[src/rtl/mem_stage_pkg.sv]
// Shared types and helpers for the memory stage: size codes, FSM encoding,
// latched-op record and store lane/alignment rules.
package mem_stage_pkg;

  localparam int MAX_WAIT_DEFAULT = 15;

  typedef enum logic [1:0] {
    SIZE_BYTE = 2'b00,
    SIZE_HALF = 2'b01,
    SIZE_WORD = 2'b10
  } mem_size_e;

  typedef enum logic {
    ST_IDLE   = 1'b0,
    ST_ACCESS = 1'b1
  } state_e;

  typedef struct packed {
    logic [31:0] addr;
    logic [31:0] store_data;
    logic [4:0]  rd;
    logic [1:0]  size;
    logic        is_unsigned;
    logic        reg_write;
    logic        is_store;
  } op_t;

  // Bytes are never misaligned; the reserved size code 2'b11 behaves as a word.
  function automatic logic misaligned(input logic [1:0] size, input logic [1:0] lsb);
    case (size)
      SIZE_BYTE: return 1'b0;
      SIZE_HALF: return lsb[0];
      default:   return lsb != 2'b00;
    endcase
  endfunction

  function automatic logic [3:0] store_be(input logic [1:0] size, input logic [1:0] lsb);
    case (size)
      SIZE_BYTE: return 4'b0001 << lsb;
      SIZE_HALF: return lsb[1] ? 4'b1100 : 4'b0011;
      default:   return 4'b1111;
    endcase
  endfunction

  function automatic logic [31:0] store_wdata(input logic [1:0] size, input logic [31:0] data);
    case (size)
      SIZE_BYTE: return {4{data[7:0]}};
      SIZE_HALF: return {2{data[15:0]}};
      default:   return data;
    endcase
  endfunction

endpackage

[src/rtl/mem_stage_load_align.sv]
// Combinational load lane select and sign/zero extension (little-endian).
// Zero latency; no handshake.
module load_align
  import mem_stage_pkg::*;
(
  input  logic [31:0] rdata,
  input  logic [1:0]  lsb,
  input  logic [1:0]  size,
  input  logic        is_unsigned,
  output logic [31:0] data
);

  logic [7:0]  byte_lane;
  logic [15:0] half_lane;

  always_comb begin
    byte_lane = rdata[{lsb, 3'b000} +: 8];
    half_lane = lsb[1] ? rdata[31:16] : rdata[15:0];
    case (size)
      SIZE_BYTE: data = is_unsigned ? {24'b0, byte_lane} : {{24{byte_lane[7]}}, byte_lane};
      SIZE_HALF: data = is_unsigned ? {16'b0, half_lane} : {{16{half_lane[15]}}, half_lane};
      default:   data = rdata;
    endcase
  end

endmodule

[src/rtl/mem_stage.sv]
// Memory stage: ALU ops write back 1 cycle after accept; aligned loads/stores enter ACCESS and write back 1 cycle after dmem_ready.
// stall is high in every ACCESS cycle without dmem_ready; after MAX_WAIT such cycles the access is abandoned with bus_error.
module mem_stage
  import mem_stage_pkg::*;
#(
  parameter int MAX_WAIT = MAX_WAIT_DEFAULT
) (
  input  logic        clk,
  input  logic        rst_n,
  input  logic        ex_valid,
  input  logic [31:0] alu_result,
  input  logic        zero_signal,
  input  logic [31:0] store_data,
  input  logic [4:0]  rd,
  input  logic        mem_read,
  input  logic        mem_write,
  input  logic [1:0]  mem_size,
  input  logic        mem_unsigned,
  input  logic        reg_write,
  input  logic        branch,
  input  logic [31:0] branch_target,
  output logic        stall,
  output logic        pc_src,
  output logic [31:0] pc_target,
  output logic        dmem_req,
  output logic        dmem_we,
  output logic [31:0] dmem_addr,
  output logic [3:0]  dmem_be,
  output logic [31:0] dmem_wdata,
  input  logic [31:0] dmem_rdata,
  input  logic        dmem_ready,
  output logic        wb_valid,
  output logic        wb_reg_write,
  output logic [4:0]  wb_rd,
  output logic [31:0] wb_data,
  output logic        addr_error,
  output logic        bus_error
);

  localparam int CW = $clog2(MAX_WAIT + 1);

  state_e        state, state_nxt;
  op_t           op;
  logic [CW-1:0] wait_cnt, wait_cnt_nxt;
  logic          accept;
  logic          is_mem;
  logic          bad_align;
  logic          timeout;
  logic          acc_done;
  logic [31:0]   load_data;

  assign accept    = (state == ST_IDLE) && ex_valid;
  assign is_mem    = mem_read | mem_write;
  assign bad_align = misaligned(mem_size, alu_result[1:0]);
  assign timeout   = (state == ST_ACCESS) && !dmem_ready && (wait_cnt == CW'(MAX_WAIT - 1));
  assign acc_done  = (state == ST_ACCESS) && (dmem_ready || timeout);

  load_align u_load_align (
    .rdata       (dmem_rdata),
    .lsb         (op.addr[1:0]),
    .size        (op.size),
    .is_unsigned (op.is_unsigned),
    .data        (load_data)
  );

  always_ff @(posedge clk or negedge rst_n) begin
    if (!rst_n) begin
      state    <= ST_IDLE;
      wait_cnt <= '0;
    end else begin
      state    <= state_nxt;
      wait_cnt <= wait_cnt_nxt;
    end
  end

  // dmem_* are decoded from the latched op, so they stay constant for the whole access.
  always_comb begin
    state_nxt    = state;
    wait_cnt_nxt = wait_cnt;
    stall        = 1'b0;
    dmem_req     = 1'b0;
    dmem_we      = 1'b0;
    dmem_addr    = '0;
    dmem_be      = '0;
    dmem_wdata   = '0;
    case (state)
      ST_IDLE: begin
        if (accept && is_mem && !bad_align) begin
          state_nxt    = ST_ACCESS;
          wait_cnt_nxt = '0;
        end
      end
      ST_ACCESS: begin
        stall      = !dmem_ready;
        dmem_req   = 1'b1;
        dmem_we    = op.is_store;
        dmem_addr  = {op.addr[31:2], 2'b00};
        dmem_be    = store_be(op.size, op.addr[1:0]);
        dmem_wdata = op.is_store ? store_wdata(op.size, op.store_data) : 32'b0;
        if (acc_done) begin
          state_nxt    = ST_IDLE;
          wait_cnt_nxt = '0;
        end else begin
          wait_cnt_nxt = wait_cnt + 1'b1;
        end
      end
      default: state_nxt = ST_IDLE;
    endcase
  end

  always_ff @(posedge clk or negedge rst_n) begin
    if (!rst_n) begin
      op           <= '0;
      pc_src       <= 1'b0;
      pc_target    <= '0;
      wb_valid     <= 1'b0;
      wb_reg_write <= 1'b0;
      wb_rd        <= '0;
      wb_data      <= '0;
      addr_error   <= 1'b0;
      bus_error    <= 1'b0;
    end else begin
      pc_src       <= 1'b0;
      wb_valid     <= 1'b0;
      wb_reg_write <= 1'b0;
      addr_error   <= 1'b0;
      bus_error    <= 1'b0;
      if (accept) begin
        op.addr        <= alu_result;
        op.store_data  <= store_data;
        op.rd          <= rd;
        op.size        <= mem_size;
        op.is_unsigned <= mem_unsigned;
        op.reg_write   <= reg_write;
        op.is_store    <= mem_write;
        pc_src         <= branch & zero_signal;
        pc_target      <= branch_target;
        if (!is_mem) begin
          wb_valid     <= 1'b1;
          wb_reg_write <= reg_write;
          wb_rd        <= rd;
          wb_data      <= alu_result;
        end else if (bad_align) begin
          wb_valid   <= 1'b1;
          wb_rd      <= rd;
          wb_data    <= '0;
          addr_error <= 1'b1;
        end
      end
      if (acc_done) begin
        wb_valid <= 1'b1;
        wb_rd    <= op.rd;
        if (dmem_ready) begin
          wb_reg_write <= op.reg_write & ~op.is_store;
          wb_data      <= op.is_store ? 32'b0 : load_data;
        end else begin
          bus_error <= 1'b1;
          wb_data   <= '0;
        end
      end
    end
  end

endmodule

[config.mk]
export PLATFORM = sky130hd
export DESIGN_NAME = mem_stage
export DESIGN_NICKNAME = d
export VERILOG_FILES = /design/src/rtl/mem_stage_pkg.sv /design/src/rtl/mem_stage_load_align.sv /design/src/rtl/mem_stage.sv
export SDC_FILE = /design/constraint.sdc
export NUM_CORES = 1
export LEC_CHECK = 0
export CAP_MARGIN = 20
export CORE_ASPECT_RATIO = 1.5
export CORE_MARGIN = 2
export CORE_UTILIZATION = 46
export CTS_BUF_LIST = sky130_fd_sc_hd__clkbuf_8
export CTS_CLUSTER_SIZE = 10
export DETAILED_ROUTE_END_ITERATION = 7
export PLACE_DENSITY = 0.95
export REMOVE_ABC_BUFFERS = 1
export SLEW_MARGIN = 20
export SYNTH_ARGS = -nofsm -noshare
export SYNTH_HDL_FRONTEND = slang
export SYNTH_SLANG_ARGS = --single-unit
export TNS_END_PERCENT = 100
[constraint.sdc]
create_clock -name clk -period 2.43 [get_ports clk]
set_input_delay 0.243 -clock clk [delete_from_list [all_inputs] [get_ports clk]]
set_output_delay 0.243 -clock clk [all_outputs]
set_load 0.05 [all_outputs]
# Word-level counts from Yosys, hierarchy flattened

Index checks and enable logic that the tools add are counted.
W data, S select, Z words.

Register bits after elaboration: 153
Logic and storage cells: 88
Input bits: 145

Shift-type cells: 2
Eq/ne operators: 5
$add $sub $neg: 1
Reductions and logical operators: 14
Bitwise logic cells: 5
Mux-type cells: 44

Operators with widths:

| cell                  | count |
|---|---|
| $mux W32              | 11 |
| $pmux W32 S2          | 2 |
| $shiftx A32 B6 Y8     | 1 |
| $mux W5               | 4 |
| $mux W1               | 18 |
| $mux W16              | 1 |
| $mux W4               | 4 |
| $pmux W4 S2           | 2 |
| $logic_and A1 B1 Y1   | 6 |
| $add A4 B1 Y4 const B | 1 |
| $eq A2 B1 Y1 const B  | 2 |
| $eq A4 B4 Y1 const B  | 1 |
| $logic_not A2 Y1      | 2 |
| $pmux W1 S2           | 2 |
| $reduce_bool A2 Y1    | 2 |
| $shl A1 B2 Y4 const A | 1 |
| $ne A3 B1 Y1 const B  | 1 |
| $and A1 B1 Y1         | 2 |
| $logic_not A1 Y1      | 2 |
| $ne A2 B1 Y1 const B  | 1 |
| $not A1 Y1            | 2 |
| $reduce_and A2 Y1     | 1 |
| $logic_or A1 B1 Y1    | 1 |
| $or A1 B1 Y1          | 1 |

# Logic depth before layout (Yosys ltp)

Word-level depth: 7
Gate-level depth with buffers: 8
Mapped depth without buffers: 6

# Hierarchy

From an unflattened synthesis, not the netlist that was laid out.

Cells, all modules: 663
Area total of the unflattened synthesis: 7,782.5 um^2

Modules (own cells, without submodules):

| module     | sequential area each (um^2) | area each (um^2) | times used | cells an instance |
|---|---|---|---|---|
| mem_stage  | 3,828.7                     | 7,088.0          | 1          | 541 |
| load_align | 0.0                         | 694.4            | 1          | 122 |

# Worst setup path before layout

No wires, ideal clock.

Path type: register to output
Start point: register state
End point: output dmem_be[3]
Slack: 40 ps
Data arrival time: 2,147 ps
Cell stages (with the launch flop): 3
Data required time: 2,187 ps
Cell sequence: dfrtp_1 buf_2 a21boi_0

Word-level cells in the longest chain between the ends: 1

RTL lines:

| item                     | line            | text |
|---|---|---|
| start: declaration       | mem_stage.sv:42 | `state_e state, state_nxt;` |
| start signal: assignment | mem_stage.sv:71 | `state <= state_nxt;` |
| $mux W4                  | mem_stage.sv:86 | `case (state)` |
| end: declaration         | mem_stage.sv:28 | `output logic [3:0] dmem_be,` |

Every way passes these cells.

# Worst setup path after layout

Start point: register state
End point: output dmem_wdata[8]

Word-level cells in the longest chain between the ends: 1

RTL lines:

| item             | line            | text |
|---|---|---|
| $mux W32         | mem_stage.sv:86 |  |
| end: declaration | mem_stage.sv:29 | `output logic [31:0] dmem_wdata,` |

Every way passes these cells.

==> results.py <==
metrics = {
    "logic_synthesis": {
        "ys_top_cells_by_area": "dfrtp_1 (49%), nand2_1 (18%), mux2i_1 (4.1%), and2_1 (2.6%), a222oi_1 (2.1%)",
        "avgSynthCellArea_sq_um": 8.570,
        "synth-seq-cells": 153,
        "synth_flop_cell": "dfrtp_1",
        "ys_seq_area_frac": 0.4942,
        "synth.top_cell.area_share": 0.4942,
        "ys.warnings.count": 0,
        "synth-async-reset-ratio": 1.000,
        "postSynthCellCount": 904,
        "synth.cell_area_sq_mm": 0.007747,
        "synth_edf_count": 0,
        "synth_cell_types": 49,
        "yosys.area.top_type": "dfrtp_1",
    },
    "layout": {
        "finish.utilization": 0.6865,
        "n_antenna_cell": 0,
        "seq_area_sq_mm": 0.003834,
        "multi_input_area_sq_mm": 0.003548,
        "final_common_cell": "nand2_1",
        "fillers": 1275,
        "most-common-layout-cells": "nand2_1 (363), clkdlybuf4s50_1 (217), dfrtp_1 (151), buf_4 (66), nor2_1 (39)",
        "drive_gt1_frac": 0.1318,
        "area_growth_pct": 47.25,
        "nets": 1320,
    },
    "critical_path": {
        "critPathRequiredTime_ns": 2.19,
        "cp-end-kind": "primary output",
        "crit_type": "register to primary output",
        "worst_r2r_startpoint": "op[42]",
        "cp-startpoint": "state",
        "timing.rr.end": "wb_data[15]",
        "cp-start-kind": "register",
        "worst-path-max-fanout": 25,
        "r2r_slack_ns": 0.24,
        "rr_worst_depth": 5,
        "arrival_ns": 2.03,
        "setup.worst_path.end": "dmem_wdata[8]",
    },
    "floorplan": {
        "fp.dieH_um": 162.9,
        "rows": 58,
        "io_pins": 290,
        "die_x_um": 110.0,
        "dieArea_sq_mm": 0.01792,
        "initial_utilization": 0.4662,
        "core_sq_mm": 0.01662,
    },
    "timing": {
        "period_share": 0.9364,
        "fin_ws_ns": 0.1544,
        "whs_ns": 0.2787,
        "slew_headroom": 0.3833,
        "rsz0062_at_grt": "no",
        "finalHoldViolCount": 0,
        "min_period_ns": 2.276,
        "fin_skew_ns": 0.01743,
        "final-max-slew-violation-count": 0,
        "max_freq_mhz": 439.5,
        "worstMarginPinSlew_ns": 0.9219,
        "tns_ns": 0,
        "setup_violations": 0,
    },
    "routing": {
        "routed_via_density": 5.492,
        "drt_wl_total_um": 25470,
        "first_pass_iters": 6,
        "drc": 0,
        "drtIter0Drc": 469,
        "vias": 7656,
        "postRouteAntennaNets": 0,
        "avgRoutedWirePerCell_um": 18.27,
    },
    "min_path": {
        "hold_class": "input port to asynchronous set/reset pin",
    },
    "placed_design": {
        "place.gp.congestion": 0.8778,
        "io_buffers": 287,
        "dp_hpwl_um": 18530,
        "place_ws_ns": 0.02469,
    },
    "clock_network": {
        "cts-htree-levels": 4,
        "cts_tree": "done",
        "clkSinkCount": 153,
        "clock_latency_ns": 0.43,
        "numCtsBuffers": 17,
        "cts_buffer_depth": 2,
        "root_buffer": "clkbuf_8",
        "path_clk_slew_ns": 0.09,
    },
    "run": {
        "maxCapViolCount": 0,
    },
    "grt": {
        "grt.overflow.total": 0,
        "grt_max_degree": 71,
        "grt_pass1_wl_um": 39810,
        "grt_usage": 0.2866,
        "grt_pass1_vias": 7772,
        "antenna_found_initial": 0,
    },
    "power": {
        "total_power_mw": 9.002,
        "ir_drop_mv": 0.4488,
        "p_leak_nw": 5.357,
        "p_per_area_mw_per_mm2": 789.1,
    },
    "outcome": {
        "status": "finished, final reports clean",
    },
}
==> what timing repair did <==
item / 4_1_cts / 5_1_grt
buffers inserted: 0 / 0
setup endpoints to repair: 0 / 8
hold buffers: 1 / 0
gates resized for setup: 0 / 2
hold endpoints to repair: 38 / 0
==> stage by stage <==
stage	std cells	cell area [sq um]
detailed placement	1363	11040
finish	1394	11410
global route	1394	11410
floorplan	835	7398
CTS	1394	11400
global placement	1363	11040
==> how the worst min path moves through the flow <==
stage | endpoint | slack, ns | from | cells after the start
2_1_floorplan | addr_error | -0.05 | rst_n | 0
3_3_place_gp | op[67] | 0.18 | rst_n | 1
3_5_place_dp | op[67] | 0.18 | rst_n | 1
4_1_cts | op[67] | 0.28 | rst_n | 2
5_1_grt | op[67] | 0.30 | rst_n | 2
6_report | op[67] | 0.28 | rst_n | 2
==> cell families after synthesis <==
family	count (synthesis)	share of synthesized area
compound gates	134	0.1339
buf+inv	81	0.05087
fa+ha+maj	2	0.003229
mux	33	0.04425
flops	153	0.4942
other cells	1	0.0004840
simple gates	500	0.2731
==> critical path, stage by stage, from the launching register on <==
cell	delay [ns]
dfrtp_2	0.53
buf_4	0.30
nand2_1	0.07
buf_4	0.23
a21oi_1	0.29
buf_12	0.18
==> power breakdown <==
part	leakage, nW	internal, mW	total [mW]	switching [mW]
Sequential	1.87	3.02	3.36	0.339
Combinational	3.32	1.44	3.83	2.39
Clock	0.174	0.822	1.81	0.992
==> cell usage after synthesis, types with 14 or more instances <==
library cell	n
buf_2	18
nor2_1	40
clkbuf_1	35
o21ai_0	23
a222oi_1	16
nand2_1	364
a31oi_1	21
o22a_1	14
a21oi_1	23
nor3_1	22
mux2i_1	32
dfrtp_1	153
and2_1	32
==> layout make-up <==
type                            count  share of cell area
Sequential cell                   153              0.3360
Multi-Input combinational cell    671              0.3110
Timing Repair Buffer              319              0.2954
Tap cell                          210             0.02303
Clock buffer                       18             0.02172
Clock inverter                     12            0.009213
Inverter                           11            0.003619
==> sequential cells by signal, indices dropped and copies added (netlist names) <==
register and count:
wb_data 32, wb_valid 1, state 1, wb_rd 5, pc_target 32, addr_error 1, bus_error 1, pc_src 1
wb_reg_write 1, wait_cnt 4, op 74
==> metal layers <==
layer,track usage,vias to the layer above,wire (um)
li1,-,3539,-
met2,0.4992,371,13380
met3,0.06923,60,2003
met1,0.3321,3686,9139
met4,0.1157,0,952
met5,0,-,0
No activity file was read; power rests on OpenSTA's default activity.
